$ cat config.mk
export PLATFORM = sky130hd
export DESIGN_NAME = matrix_loader_5x5_flat
export DESIGN_NICKNAME = d
export VERILOG_FILES = /design/src/rtl/matrix_loader_5x5_pkg.sv /design/src/rtl/matrix_loader_5x5_if.sv /design/src/rtl/matrix_loader_5x5_watchdog.sv /design/src/rtl/matrix_loader_5x5.sv /design/src/flat_wrapper.sv
export SDC_FILE = /design/constraint.sdc
export NUM_CORES = 1
export LEC_CHECK = 0
export CAP_MARGIN = 20
export CORE_ASPECT_RATIO = 1.75
export CORE_MARGIN = 2
export CORE_UTILIZATION = 45
export DETAILED_ROUTE_END_ITERATION = 12
export GPL_TIMING_DRIVEN = 0
export PLACE_DENSITY = 0.73
export SETUP_SLACK_MARGIN = 0.05
export SYNTH_ARGS = -nofsm -noshare
export SYNTH_HDL_FRONTEND = slang
export SYNTH_SLANG_ARGS = --single-unit
$ cat constraint.sdc
create_clock -name clk -period 6.9 [get_ports clk]
set_input_delay 1.38 -clock clk [delete_from_list [all_inputs] [get_ports clk]]
set_output_delay 1.38 -clock clk [all_outputs]
set_load 0.05 [all_outputs]
$ cat src/rtl/matrix_loader_5x5_pkg.sv
// Shared constants and state encoding for the 5x5 matrix loader and its
// determinant-stage handshake.
package matrix_pkg;

  localparam int ELEM_W = 8;
  localparam int DIM    = 5;
  localparam int N_ELEM = DIM * DIM;
  localparam int MAT_W  = N_ELEM * ELEM_W;  // 200-bit matrix bus
  localparam int CNT_W  = 5;                // holds 0..25
  localparam int WD_W   = 10;               // holds TIMEOUT up to 1023

  typedef enum logic [1:0] {
    IDLE  = 2'd0,
    RUN   = 2'd1,
    DRAIN = 2'd2
  } state_e;

endpackage

$ cat src/rtl/matrix_loader_5x5_if.sv
// Matrix bus and level start/done handshake between the loader (master)
// and the determinant stage (slave).
interface matrix_loader_5x5_if;
  import matrix_pkg::*;

  logic [MAT_W-1:0]  matrix;
  logic              det_start;
  logic              det_done;
  logic [ELEM_W-1:0] det_result;
  logic              det_overflow;

  modport master (
    output matrix, det_start,
    input  det_done, det_result, det_overflow
  );

  modport slave (
    input  matrix, det_start,
    output det_done, det_result, det_overflow
  );

endinterface

$ cat src/rtl/matrix_loader_5x5_watchdog.sv
// Loadable down-counter. expire pulses on the enabled cycle in which the
// count would step from 1 to 0, so a load of N gives N enabled cycles.
// A load of 0 never expires.
module matrix_watchdog #(
  parameter int W = 10
) (
  input  logic         clk,
  input  logic         rst_n,
  input  logic         load,
  input  logic [W-1:0] load_val,
  input  logic         en,
  output logic         expire
);

  logic [W-1:0] cnt_q, cnt_d;

  // Next count: load has priority, otherwise count down while enabled.
  always_comb begin
    cnt_d = cnt_q;
    if (load) begin
      cnt_d = load_val;
    end else if (en && (cnt_q != '0)) begin
      cnt_d = cnt_q - 1'b1;
    end
  end

  // Count register.
  always_ff @(posedge clk or negedge rst_n) begin
    if (!rst_n) begin
      cnt_q <= '0;
    end else begin
      cnt_q <= cnt_d;
    end
  end

  assign expire = en && !load && (cnt_q == W'(1));

endmodule

$ cat src/rtl/matrix_loader_5x5.sv
// Serial element loader for the 5x5 determinant stage: packs row-major
// 8-bit writes into the matrix bus, runs the level start/done handshake,
// and captures the determinant with a watchdog abort.
module matrix_loader_5x5 #(
  parameter int ELEM_W  = 8,
  parameter int DIM     = 5,
  parameter int TIMEOUT = 1023
) (
  input  logic                 clk,
  input  logic                 rst_n,
  input  logic                 clear,
  input  logic                 wr_en,
  input  logic [ELEM_W-1:0]    wr_data,
  input  logic                 go,
  matrix_loader_5x5_if.master  det,
  output logic [4:0]           load_count,
  output logic                 load_full,
  output logic                 busy,
  output logic [ELEM_W-1:0]    result,
  output logic                 result_ovf,
  output logic                 result_valid,
  output logic                 timeout,
  output logic                 err
);
  import matrix_pkg::*;

  localparam int N = DIM * DIM;

  state_e            state_q, state_d;
  logic [MAT_W-1:0]  mat_q, mat_d;
  logic [CNT_W-1:0]  cnt_q, cnt_d;
  logic              start_q, start_d;
  logic [ELEM_W-1:0] res_q, res_d;
  logic              ovf_q, ovf_d;
  logic              valid_q, valid_d;
  logic              to_q, to_d;
  logic              err_q, err_d;
  logic              wd_load;
  logic              wd_expire;
  logic              full;

  assign full = (cnt_q == CNT_W'(N));

  matrix_watchdog #(.W(WD_W)) u_watchdog (
    .clk      (clk),
    .rst_n    (rst_n),
    .load     (wd_load),
    .load_val (WD_W'(TIMEOUT)),
    .en       (state_q == RUN),
    .expire   (wd_expire)
  );

  // Next-state logic for the FSM, element store, result capture and err.
  always_comb begin
    // NOTE: every variable gets a default here so no path leaves it unassigned, which would infer a latch.
    state_d = state_q;
    mat_d   = mat_q;
    cnt_d   = cnt_q;
    start_d = start_q;
    res_d   = res_q;
    ovf_d   = ovf_q;
    valid_d = valid_q;
    to_d    = to_q;
    err_d   = 1'b0;
    wd_load = 1'b0;
    case (state_q)
      IDLE: begin
        if (clear) begin
          // Flush wins over any coincident write or go, silently.
          cnt_d   = '0;
          mat_d   = '0;
          valid_d = 1'b0;
        end else begin
          if (wr_en) begin
            if (!full) begin
              mat_d[int'(cnt_q) * ELEM_W +: ELEM_W] = wr_data;
              cnt_d = cnt_q + 1'b1;
            end else begin
              err_d = 1'b1;
            end
          end
          // go is judged on the pre-write count, so it cannot ride the 25th write.
          if (go) begin
            if (full) begin
              state_d = RUN;
              start_d = 1'b1;
              valid_d = 1'b0;
              to_d    = 1'b0;
              wd_load = 1'b1;
            end else begin
              err_d = 1'b1;
            end
          end
        end
      end
      RUN: begin
        err_d = wr_en | go;
        if (det.det_done) begin
          res_d   = det.det_result;
          ovf_d   = det.det_overflow;
          valid_d = 1'b1;
          start_d = 1'b0;
          state_d = DRAIN;
        end else if (wd_expire) begin
          to_d    = 1'b1;
          start_d = 1'b0;
          state_d = DRAIN;
        end
      end
      DRAIN: begin
        // Hold off any new run until the stage has dropped done.
        err_d = wr_en | go;
        if (!det.det_done) begin
          state_d = IDLE;
        end
      end
      default: state_d = IDLE;
    endcase
  end

  // State and output registers.
  always_ff @(posedge clk or negedge rst_n) begin
    if (!rst_n) begin
      state_q <= IDLE;
      // NOTE: the matrix store is reset because downstream sees it directly and must read zero out of reset.
      mat_q   <= '0;
      cnt_q   <= '0;
      start_q <= 1'b0;
      res_q   <= '0;
      ovf_q   <= 1'b0;
      valid_q <= 1'b0;
      to_q    <= 1'b0;
      err_q   <= 1'b0;
    end else begin
      // NOTE: non-blocking assignments so every flop samples the pre-edge values.
      state_q <= state_d;
      mat_q   <= mat_d;
      cnt_q   <= cnt_d;
      start_q <= start_d;
      res_q   <= res_d;
      ovf_q   <= ovf_d;
      valid_q <= valid_d;
      to_q    <= to_d;
      err_q   <= err_d;
    end
  end

  assign det.matrix    = mat_q;
  assign det.det_start = start_q;
  assign load_count    = cnt_q;
  assign load_full     = full;
  assign busy          = (state_q != IDLE);
  assign result        = res_q;
  assign result_ovf    = ovf_q;
  assign result_valid  = valid_q;
  assign timeout       = to_q;
  assign err           = err_q;

endmodule
$ cat src/flat_wrapper.sv
// flat-port wrapper written by rule: the top's interface ports become plain ports
module matrix_loader_5x5_flat import matrix_pkg::*;
#(
  parameter int ELEM_W  = 8,
  parameter int DIM     = 5,
  parameter int TIMEOUT = 1023
)
  (clk, rst_n, clear, wr_en, wr_data, go, load_count, load_full, busy, result, result_ovf, result_valid, timeout, err, det_matrix, det_det_start, det_det_done, det_det_result, det_det_overflow);
  matrix_loader_5x5_if det_i ();
  input  logic clk;
  input  logic rst_n;
  input  logic clear;
  input  logic wr_en;
  input  logic [ELEM_W-1:0] wr_data;
  input  logic go;
  output logic [4:0] load_count;
  output logic load_full;
  output logic busy;
  output logic [ELEM_W-1:0] result;
  output logic result_ovf;
  output logic result_valid;
  output logic timeout;
  output logic err;
  output wire logic [$bits(det_i.matrix)-1:0] det_matrix;
  output wire logic [$bits(det_i.det_start)-1:0] det_det_start;
  input wire logic [$bits(det_i.det_done)-1:0] det_det_done;
  input wire logic [$bits(det_i.det_result)-1:0] det_det_result;
  input wire logic [$bits(det_i.det_overflow)-1:0] det_det_overflow;
  assign det_matrix = det_i.matrix;
  assign det_det_start = det_i.det_start;
  assign det_i.det_done = det_det_done;
  assign det_i.det_result = det_det_result;
  assign det_i.det_overflow = det_det_overflow;
  matrix_loader_5x5 #(.ELEM_W(ELEM_W), .DIM(DIM), .TIMEOUT(TIMEOUT)) u_core (.clk(clk), .rst_n(rst_n), .clear(clear), .wr_en(wr_en), .wr_data(wr_data), .go(go), .det(det_i), .load_count(load_count), .load_full(load_full), .busy(busy), .result(result), .result_ovf(result_ovf), .result_valid(result_valid), .timeout(timeout), .err(err));
endmodule
# Yosys cells after proc, flatten, opt, wreduce, memory -nomap -nowiden
# Cells that the tools add are included.
classes:
  n_reduce_logical: 17
  shift: 2
  n_eq_ne: 15
  n_addsub: 3
  bitwise: 1
  mux: 40
ops:
  columns: ["op", "count"]
  rows:
  - ["200-bit 2-to-1 mux", 3]
  - ["200-bit bitwise mux", 1]
  - ["8-bit by 33-bit variable shift with 200-bit output (first input constant)", 1]
  - ["8-bit by 33-bit variable part select with 200-bit output", 1]
  - ["8-bit negation with 33-bit output", 1]
  - ["1-bit 2-to-1 mux", 20]
  - ["10-bit 2-to-1 mux", 2]
  - ["5-bit 2-to-1 mux", 3]
  - ["2-bit inequality test (second input constant)", 7]
  - ["2-bit 2-to-1 mux", 6]
  - ["10-bit by 1-bit equality test with 1-bit output (second input constant)", 1]
  - ["5-bit AND reduction", 2]
  - ["10-bit nonzero test", 1]
  - ["10-bit by 1-bit subtractor with 10-bit output (second input constant)", 1]
  - ["1-bit case mux with 2 select lines", 4]
  - ["2-bit nonzero test", 4]
  - ["3-bit inequality test (second input constant)", 2]
  - ["2-bit case mux with 3 select lines", 1]
  - ["6-bit AND reduction", 1]
  - ["5-bit by 1-bit adder with 5-bit output (second input constant)", 1]
  - ["5-bit equality test (second input constant)", 1]
  - ["4-bit AND reduction", 1]
  - ["1-bit logical AND", 3]
  - ["3-bit by 2-bit inequality test with 1-bit output (second input constant)", 1]
  - ["other kinds (9)", 9]
word_totals:
  ff_bits: 230
  elab_cells: 88
  input_bits: 23

# Longest topological paths before layout
depth:
  ltp_word: 11
  mapped_depth: 12

# Modules after synthesis
# From an unflattened synthesis, not the netlist that was laid out.
unflattened:
  cells_unflattened: 889
  hier_area_um2: 10223.6
modules_own_cells:
  columns: ["module", "cells_each", "instances", "area_each_um2", "seq_area_each_um2"]
  rows:
  - ["matrix_loader_5x5", 815, 1, 9544.2, 5505.3]
  - ["matrix_watchdog", 74, 1, 679.4, 250.2]

# Least setup slack after synthesis
# OpenSTA, ideal clock, no wires.
synth_path:
  kind: "register to register"
  startpoint: "register u_core.cnt_q[0] (netlist: u_core.load_count[0])"
  endpoint: "register u_core.mat_q[111] (netlist: u_core.det.matrix[111])"
  arrival_time_ns: 3.238
  synth_period_minus_slack_ns: 3.363
  stages_incl_launch_ff: 13
  setup_ns: 0.125
  setup_slack_ns: 3.537
  path_buffers: 3
  path_cell_list: "dfrtp_1 buf_2 inv_1 ha_1 buf_2 nand2b_1 nor2_1 ha_1 nand3b_1 mux2i_1 buf_2 a31oi_1 a2bb2o_1"
synth_via:
  elab_chain_len: 6
  elab_cells_between_ends: 10
  classes_between: "1 x add/sub; 2 x eq/ne; 2 x shift; 4 x mux; 1 x reduce/logical"
synth_lines:
  columns: ["element", "line_no", "text"]
  rows:
  - ["from (decl)", "matrix_loader_5x5.sv:31", "logic [CNT_W-1:0] cnt_q, cnt_d;"]
  - ["from (signal assigned)", "matrix_loader_5x5.sv:138", "cnt_q <= cnt_d;"]
  - ["8-bit negation with 33-bit output", "matrix_loader_5x5.sv:76", "mat_d[int'(cnt_q) * ELEM_W +: ELEM_W] = wr_data;"]
  - ["8-bit by 33-bit variable part select with 200-bit output / 8-bit by 33-bit variable shift with 200-bit output (equally long branches)", "matrix_loader_5x5.sv:76", null]
  - ["200-bit bitwise mux", "matrix_loader_5x5.sv:76", null]
  - ["200-bit 2-to-1 mux", "matrix_loader_5x5.sv:75", "if (!full) begin"]
  - ["200-bit 2-to-1 mux", "matrix_loader_5x5.sv:74", "if (wr_en) begin"]
  - ["200-bit 2-to-1 mux", "matrix_loader_5x5.sv:68", "if (clear) begin"]
  - ["to (signal assigned)", "matrix_loader_5x5.sv:137", "mat_q <= mat_d;"]
  - ["to (decl)", "matrix_loader_5x5.sv:30", "logic [MAT_W-1:0] mat_q, mat_d;"]
# Several ways; a longest one is shown, not always the timed one. The select of a mux whose other input is x is not followed.
# A chain may end at the register's enable or synchronous reset.

# Worst setup path in the final report
layout_path:
  startpoint: "register u_core.cnt_q[1] (netlist: u_core.load_count[1])"
  endpoint: "output port load_full"
layout_via:
  elab_chain_len: 1
layout_lines:
  columns: ["element", "line_no", "text"]
  rows:
  - ["5-bit equality test", "matrix_loader_5x5.sv:42", "assign full = (cnt_q == CNT_W'(N));"]
  - ["to (decl)", "flat_wrapper.sv:17", "output logic load_full;"]
# No other way between the ends.

==> qor.yml <==
status: "finished clean"
drt_iter0_drc: 780
root_buffer: "clkbuf_16"
hold_class: "reg -> reg"
rsz0062_at_grt: "false"
layout-drive-gt1-share_pct: 6.919
finalCoreUtilization_pct: 60.88
relSlewSlack_pct: 35.12
coreArea_sq_um: 23240
cp_slowest_stage_delay_ns: 0.85
crit_path_start_kind: "flop"
worstPathMaxFanout: 10
powerDensity_nw_per_um2: 358.1
finalCriticalPeriod_ns: 4.595
worstHoldPathCells: 1
post_cts_buffers: 0
initial_core_util_pct: 45.73
path_class: "reg -> out"
r2r_end: "u_core.det.matrix[42]"
ant_nets: 0
syn-num-nets: 998
rrSetupSlack_ns: 2.88
grtUsageTotal_pct: 27.83
die_area_sq_um: 24910
cts_tree: "yes"
cts_hold_buf: 0
holdPathEnd: "u_core.det.matrix[13]"
place.gp.congestion: 0.9765
finClkSkew_ns: 0.008296
diodes: 0
synth_edf_count: 0
cp_num_buf_inv: 5
die_h_um: 207.3
ys_types: 71
grt_pass1_wl_mm: 54.09
finalHoldViolCount: 0
fin_crit_sh_pct: 66.59
clockBufferDepth: 3
routed-via-count: 9220
hold_start: "u_core.det.matrix[13]"
ys_ff_latch: 230
gr-total-overflow: 0
syn_area_sq_um: 10630
setup_viol: 0
r2r-start: "u_core.load_count[0]"
pin_count: 243
grt_max_degree: 124
syn_to_final_growth_pct: 33.15
power.leakage_nw: 5.984
rows: 74
clock_sinks: 230
clk_latency_ns: 0.51
synth_area_per_cell_sq_um: 11.03
io_buffers: 241
die_width_um: 120.2
cp_slowest_cell: "clkdlybuf4s50_1"
yosys.area.top_type: "dfrtp_1"
grt_pass1_vias: 9501
maxCapViolCount: 0
yosys-top-cells-count: "230 x dfrtp_1, 148 x nand2_1, 76 x o2bb2ai_1"
dr.pass1.iters: 5
peakVddDrop_uv: 189.4
cts_resized: 0
ys_async_sr_fraction_pct: 100.0
crit_required_ns: 5.52
crit_path_cell_trace: "buf_2 > inv_1 > ha_1 > nand4b_1 > inv_1 > buf_2 > clkdlybuf4s50_1"
drv_slew: 0
post_drt_wl_per_cell_um: 22.71
cts_buffers: 22
wirelength_mm: 35.13
yosysMostFrequentCell: "dfrtp_1"
drc_errors: 0
dp_hpwl_mm: 25.61
ff2ff_path_depth: 11
fin_nets: 1264
crit_path_end_kind: "primary output"
synth_warnings: 0
htree_levels: 1
max_clock_freq_mhz: 217.6
worst_pin_slew_ns: 0.9658
ys_seq_area_share_pct: 54.16
crit_arrival_ns: 3.21
syn_inst: 963
antenna_found_initial: 0
path_clk_slew_ns: 0.07
synth_area_leaders: "dfrtp_1 54%, o2bb2ai_1 6.3%, nand2_1 5.2%"
synth_ff_type: "dfrtp_1"
netlist.area_leader.share_pct: 54.16
viasPerCell: 5.960
critical_path.top_delay_family: "buffers and inverters"
total_power_mw: 5.067
[layout make-up]
class	instances	area, sq um
Fill cell	1940	9091
Sequential cell	230	5756
Multi-Input combinational cell	632	4451
Timing Repair Buffer	242	2445
Clock buffer	36	684.4
Tap cell	304	380.4
Buffer	74	319.1
Inverter	27	101.3
Clock inverter	2	12.51
[per-layer routing]
metal	share of wire, %	vias up	routed length (um)	track usage (%)
met5	0	-	0	0
met4	5.3	0	1848	13.47
met3	6.4	102	2237	4.341
met2	51	426	18000	49.26
met1	37	4553	13040	32.45
li1	-	4139	-	-
[report_power, final]
part	switching, mW	internal [mW]	total (mW)
Combinational	1.65	0.618	2.27
Clock	0.503	0.675	1.18
Sequential	0.126	1.49	1.62
[stage by stage]
| stage | hold WS, ns | worst slack [ns] | instance area (sq um) | setup TNS [ns] | cells |
|---|---|---|---|---|---|
| after floorplan | 0.4893 | 3.537 | 10630 | 0 | 963 |
| after global placement | 0.4745 | -5.179 | 13420 | -1186.35 | 1508 |
| after detailed placement | 0.4729 | 2.854 | 13450 | 0 | 1509 |
| after CTS | 0.4951 | 2.319 | 14150 | 0 | 1547 |
| after global routing | 0.5025 | 2.100 | 14150 | 0 | 1547 |
| final | 0.4920 | 2.305 | 14150 | 0 | 1547 |
[worst max path at each step]
stage	slack, ns	cells past startpoint	from	end
2_1_floorplan	3.54	12	u_core.load_count[0]	u_core.det.matrix[111]
3_3_place_gp	-5.18	1	rst_n	u_core.det.matrix[135]
3_5_place_dp	2.85	7	clear	u_core.det.matrix[99]
4_1_cts	2.32	7	u_core.load_count[1]	load_full
5_1_grt	2.10	7	u_core.load_count[1]	load_full
6_report	2.31	7	u_core.load_count[1]	load_full
[cells by family after synthesis]
| family | Yosys count | share of synthesized area (%) |
|---|---|---|
| muxes | 61 | 5.875 |
| and+or+nand+nor | 317 | 15.14 |
| adders and majority gates | 12 | 1.413 |
| AOI/OAI and AO/OA | 234 | 18.79 |
| DFF | 230 | 54.16 |
| xor gates and xnor gates | 8 | 0.6594 |
| buffers and inverters | 101 | 3.956 |
[layout by cell type (no fill, tap or decap), types with 12 or more instances in the layout]
cell / count
buf_2: 14
nor2_1: 21
clkdlybuf4s50_1: 240
and2_1: 12
nand2_1: 148
o2bb2ai_1: 76
nand3_1: 46
mux2i_1: 50
inv_1: 26
ha_1: 12
dfrtp_1: 230
clkbuf_1: 59
a22o_1: 30
o311ai_0: 40
clkbuf_16: 23
nand4_1: 28
[state kept, by name (all words and copies together) (netlist names)]
signal	cells
u_core.timeout	1
u_core.u_watchdog.cnt_q	10
u_core.result_valid	1
u_core.err	1
u_core.det.det_start	1
u_core.state_q	2
u_core.result_ovf	1
u_core.det.matrix	200
u_core.load_count	5
u_core.result	8
Power figures use the tool's default switching activity.
